### src/rtl/delay_pipe_pkg.sv
// delay_pipe_pkg
// Shared definitions for the variable-latency delay pipe.
//   clog2_dw(depth)          : bits needed to hold a delay/occupancy of 0..depth
//   DELAY_PIPE_MAX_SUPPORTED : largest MAX_DEPTH the pipe is intended for
package delay_pipe_pkg;

  localparam int DELAY_PIPE_MAX_SUPPORTED = 64;

  function automatic int clog2_dw(input int depth);
    return $clog2(depth + 1);
  endfunction

endpackage

### src/rtl/delay_pipe_stage.sv
// delay_pipe_stage
// One {valid, data} stage of the delay pipe.
// Ports:
//   clk, rst   : clock, async active-high reset (clears valid and data)
//   en         : global write enable; when low the stage holds
//   clr_valid  : drops the incoming valid bit (data still shifts)
//   d_valid    : valid bit from the previous stage
//   d_data     : payload from the previous stage
//   q_valid    : registered valid bit
//   q_data     : registered payload
module delay_pipe_stage #(
  parameter int WIDTH = 16
) (
  input  logic             clk,
  input  logic             rst,
  input  logic             en,
  input  logic             clr_valid,
  input  logic             d_valid,
  input  logic [WIDTH-1:0] d_data,
  output logic             q_valid,
  output logic [WIDTH-1:0] q_data
);

  always_ff @(posedge clk or posedge rst) begin
    if (rst) begin
      q_valid <= 1'b0;
      q_data  <= '0;
    end else if (en) begin
      q_valid <= d_valid & ~clr_valid;
      q_data  <= d_data;
    end
  end

endmodule

### src/rtl/delay_pipe_var.sv
// delay_pipe_var
// Delays a WIDTH-bit payload plus valid by a run-time selectable number of
// cycles (0..MAX_DEPTH). Used to match latency between cache datapath stages.
// Optional feature macro: DELAY_PIPE_OCC_EN adds the occ output.
// Ports:
//   clk, rst   : clock, async active-high reset
//   gwe        : global write enable; 0 freezes every register
//   in_valid   : qualifies in_value
//   in_value   : payload input
//   flush      : clears all in-flight valid bits (incoming item included)
//   cfg_we     : load cfg_delay into cur_delay
//   cfg_delay  : requested delay, saturated to MAX_DEPTH
//   cur_delay  : active delay register
//   out_valid  : delayed valid
//   out_value  : delayed payload (raw stage data when out_valid=0)
//   occ        : valid items in stages 1..cur_delay (DELAY_PIPE_OCC_EN only)
module delay_pipe_var
  import delay_pipe_pkg::*;
#(
  parameter  int WIDTH       = 16,
  parameter  int MAX_DEPTH   = 8,
  parameter  int RESET_DELAY = 8,
  localparam int DW          = clog2_dw(MAX_DEPTH)
) (
  input  logic             clk,
  input  logic             rst,
  input  logic             gwe,
  input  logic             in_valid,
  input  logic [WIDTH-1:0] in_value,
  input  logic             flush,
  input  logic             cfg_we,
  input  logic [DW-1:0]    cfg_delay,
  output logic [DW-1:0]    cur_delay,
  output logic             out_valid,
  output logic [WIDTH-1:0] out_value
`ifdef DELAY_PIPE_OCC_EN
  ,
  output logic [DW-1:0]    occ
`endif
);

  if (MAX_DEPTH < 1 || MAX_DEPTH > DELAY_PIPE_MAX_SUPPORTED || RESET_DELAY > MAX_DEPTH) begin : g_bad_param
    $error("delay_pipe_var: illegal MAX_DEPTH/RESET_DELAY combination");
  end

  localparam logic [DW-1:0] MAX_D = DW'(MAX_DEPTH);
  localparam logic [DW-1:0] RST_D = DW'(RESET_DELAY);

  logic [DW-1:0]    cfg_clamped;
  logic             flush_eff;
  logic [MAX_DEPTH:0] v_chain;
  logic [WIDTH-1:0] d_chain [0:MAX_DEPTH];

  assign cfg_clamped = (cfg_delay > MAX_D) ? MAX_D : cfg_delay;
  // A real change of tap position flushes so items are never duplicated or
  // reordered; rewriting the active value leaves the stream untouched.
  assign flush_eff   = flush | (cfg_we & (cfg_clamped != cur_delay));

  always_ff @(posedge clk or posedge rst) begin
    if (rst) begin
      cur_delay <= RST_D;
    end else if (gwe && cfg_we) begin
      cur_delay <= cfg_clamped;
    end
  end

  assign v_chain[0] = in_valid;
  assign d_chain[0] = in_value;

  for (genvar k = 1; k <= MAX_DEPTH; k++) begin : g_stage
    delay_pipe_stage #(.WIDTH(WIDTH)) u_stage (
      .clk       (clk),
      .rst       (rst),
      .en        (gwe),
      .clr_valid (flush_eff),
      .d_valid   (v_chain[k-1]),
      .d_data    (d_chain[k-1]),
      .q_valid   (v_chain[k]),
      .q_data    (d_chain[k])
    );
  end

  // Delay 0 is a pure combinational bypass of the input.
  always_comb begin
    out_valid = in_valid;
    out_value = in_value;
    for (int k = 1; k <= MAX_DEPTH; k++) begin
      if (cur_delay == DW'(k)) begin
        out_valid = v_chain[k];
        out_value = d_chain[k];
      end
    end
  end

`ifdef DELAY_PIPE_OCC_EN
  always_comb begin
    occ = '0;
    for (int k = 1; k <= MAX_DEPTH; k++) begin
      if (DW'(k) <= cur_delay) begin
        occ = occ + DW'(v_chain[k]);
      end
    end
  end
`endif

endmodule

### config.mk
export PLATFORM = sky130hd
export DESIGN_NAME = delay_pipe_var
export DESIGN_NICKNAME = d
export VERILOG_FILES = /design/src/rtl/delay_pipe_pkg.sv /design/src/rtl/delay_pipe_stage.sv /design/src/rtl/delay_pipe_var.sv
export SDC_FILE = /design/constraint.sdc
export NUM_CORES = 1
export LEC_CHECK = 0
export ABC_CLOCK_PERIOD_IN_PS = 9000
export CORE_MARGIN = 5
export CORE_UTILIZATION = 50
export DETAILED_ROUTE_END_ITERATION = 6
export PLACE_DENSITY = 0.69
export SLEW_MARGIN = 20
export SYNTH_ARGS = -nofsm -noshare
export SYNTH_HDL_FRONTEND = slang
export SYNTH_SLANG_ARGS = --single-unit
### constraint.sdc
create_clock -name clk -period 9 [get_ports clk]
set_input_delay 1.35 -clock clk [delete_from_list [all_inputs] [get_ports clk]]
set_output_delay 1.35 -clock clk [all_outputs]
set_load 0.005 [all_outputs]
==> results.cfg <==
[die]
dieArea_um2 = 16300
pin_count = 47
start_util_pct = 50.4
placementRows = 43
core-area_um2 = 13700
dieHeight_um = 128
fp.dieW_um = 128

[critical_path]
rr_worst_depth = 5
critPathKind = flop to output port
endpoint_kind = output port
arrival_ns = 3.56
max_stage_delay_ns = 0.92
cp.buffers_inverters = 1
reg2reg_slack_ns = 6.57
endpoint = out_value[7]
critPathLaunchType = flop
rr_endpoint = g_stage[4].u_stage.q_valid
critPathMaxFanout = 30
r2r_start = cur_delay[3]
crit_cells = 5
crit_required_ns = 7.65
cp_top_family = compound AO/OA/AOI/OAI gates
cp_cell_sequence = nor2_1, o21ai_1, a221oi_1, o31ai_1, clkdlybuf4s50_1
crit_start = cur_delay[3]
cp_slowest_cell = dfstp_2

[power_and_ir_drop]
vdd_drop_max_uv = 149
p_per_area_nw_per_um2 = 257
leakage_nw = 3.18

[cells_and_area]
drive_gt1_share_pct = 30.8
final_area_um2 = 8010
final_nets = 605
syn2layout_area_growth_pct = 15.9
final_util_pct = 58.4
diodes = 0

[detailed_routing]
drt_wl_total_mm = 15.8
num_vias = 4735
via_per_inst = 6.14
drtIter0Drc = 416
drc = 0
ant_nets = 0
drt_pre_antenna_iters = 5
drt-wirelength-per-cell_um = 20.6

[placed_design]
port_buffers = 46
place_hpwl_mm = 9.81
placed_cell_area_um2 = 7420
routabilityCongestion = 0.817

[sta]
hold_viol = 0
finalSetupViolCount = 0
rsz0062_at_grt = false
slew_viol_final = 0
worst_pin_slew_ns = 0.994
fin_tns_setup_ns = 0
fin_crit_sh_pct = 54.6
max_slew_margin_pct = 33.3
finClkSkew_ns = 0.00822
timing.fmax_ghz = 0.204
period_needed_ns = 4.91

[logic_synthesis]
synthArstFlopShare_pct = 100
synth-main-ff-cell = dfrtp_1
synth.avg_cell_area_um2 = 12.5
netlist.area_leader.share_pct = 50.3
synth_most_common_cell = dfrtp_1
synth_edf_count = 0
yosysSeqAreaShare_pct = 50.7
syn-num-nets = 578
syn_inst = 552
ys_seq_elements = 140
synthTopCellsByCount = dfrtp_1 (139), mux2_2 (130), a21oi_1 (28), buf_2 (22), a22o_1 (21)
yosys.area.top_type = dfrtp_1
ys.warnings.count = 0
syn_area_um2 = 6910
synth.distinct_cells = 54
synth_area_leaders = dfrtp_1 (50%), mux2_2 (21%), a22o_1 (2.7%)

[cts]
cts_root_buf = clkbuf_16
cts_resized = 0
path_clk_slew_ns = 0.06
ctsLongestPathBuffers = 2
post_cts_buffers = 0
numClockSinks = 140
clock_latency_ns = 0.42
cts.htree.levels = 4
ctsHoldBuffers = 0
cts_buffers = 17
cts_tree = done

[global_routing]
grt_antenna_before_repair = 0
grt_pass1_wl_mm = 26.5
grt_pass1_vias = 4889
grt-ovfl-total = 0
grt_start_max_net_pins = 92
track_usage_pct = 20.6

[worst_hold_path]
hold_path.class = flop to flop

[status]
status = complete, no violations

[run]
cap_violations = 0
## worst min path at each step
stage | from | to | cells after the start
6_report | g_stage[8].u_stage.q_data[8] | g_stage[8].u_stage.q_data[8] | 1
5_1_grt | g_stage[8].u_stage.q_data[11] | g_stage[8].u_stage.q_data[11] | 1
4_1_cts | g_stage[8].u_stage.q_data[8] | g_stage[8].u_stage.q_data[8] | 1
3_5_place_dp | g_stage[8].u_stage.q_data[8] | g_stage[8].u_stage.q_data[8] | 1
3_3_place_gp | g_stage[8].u_stage.q_data[8] | g_stage[8].u_stage.q_data[8] | 1
2_1_floorplan | g_stage[8].u_stage.q_data[6] | g_stage[8].u_stage.q_data[6] | 1
## routing by layer
layer | track usage, % | routed length (µm) | vias to the layer above
li1 | - | - | 2166
met1 | 30.8 | 7820 | 2445
met2 | 30.7 | 7260 | 115
met3 | 4.35 | 654 | 9
met4 | 5.06 | 112 | 0
met5 | 0 | 0 | -
## worst reg2reg max path: stages (launching register included)
cell and delay (ns):
dfstp_2 0.92, nor4b_4 0.31, buf_4 0.35, nand2_2 0.11
a311oi_4 0.47, a22o_1 0.20
## cell type report
cell class	count	area [µm²]
Clock buffer	20	467
Clock inverter	11	119
Fill cell	1128	5710
Inverter	5	23.8
Multi-Input combinational cell	361	3150
Sequential cell	140	3510
Tap cell	180	225
Timing Repair Buffer	54	522
## through the flow
step | total power, mW | instances | setup WS, ns | hold WS (ns)
finish | 2.06 | 771 | 4.09 | 0.500
floorplan | 1.21 | 552 | 3.90 | 0.472
global route | 2.17 | 771 | 3.89 | 0.522
CTS | 2.08 | 771 | 4.14 | 0.506
detailed placement | 1.38 | 740 | 4.60 | 0.491
global placement | 1.36 | 740 | 4.64 | 0.485
## cell families (layout without fill, tap and decap cells)
kind of cell | Yosys count | in the layout | synth area share, %
muxes | 145 | 145 | 23.7
and+or+nand+nor | 69 | 69 | 6.30
DFF | 140 | 140 | 50.7
buffers and inverters | 51 | 90 | 3.76
AOI/OAI and AO/OA | 144 | 144 | 15.1
xor gates and xnor gates | 3 | 3 | 0.380
## cells in the final DEF (no fill, tap or decap), drive strengths merged, types with 4 or more instances in the layout
master / count
a211oi: 4
a222oi: 11
a221oi: 9
a2bb2oi: 4
nor3b: 4
inv: 4
clkinvlp: 4
nand2: 10
clkdlybuf4s50: 45
nand4b: 10
a22o: 21
mux2i: 11
buf: 9
a22oi: 4
o22a: 4
nand3: 4
mux2: 132
a21oi: 28
nand2b: 10
dfrtp: 139
o22ai: 12
o21a: 9
o31ai: 9
o21ai: 19
nor2b: 7
clkbuf: 20
nor2: 10
clkinv: 6
## flip-flops by register name, indices dropped and copies added, names as in the netlist
register	flops
cur_delay	4
g_stage.u_stage.q_data	128
g_stage.u_stage.q_valid	8
## where the power goes
| part | total [mW] | leakage, nW | switching, mW | internal [mW] |
|---|---|---|---|---|
| logic | 0.456 | 1.23 | 0.193 | 0.263 |
| clock network | 0.691 | 0.280 | 0.265 | 0.426 |
| registers | 0.915 | 1.67 | 0.126 | 0.788 |
| total | 2.06 | 3.18 | 0.584 | 1.48 |
Power figures use the tool's default switching activity.
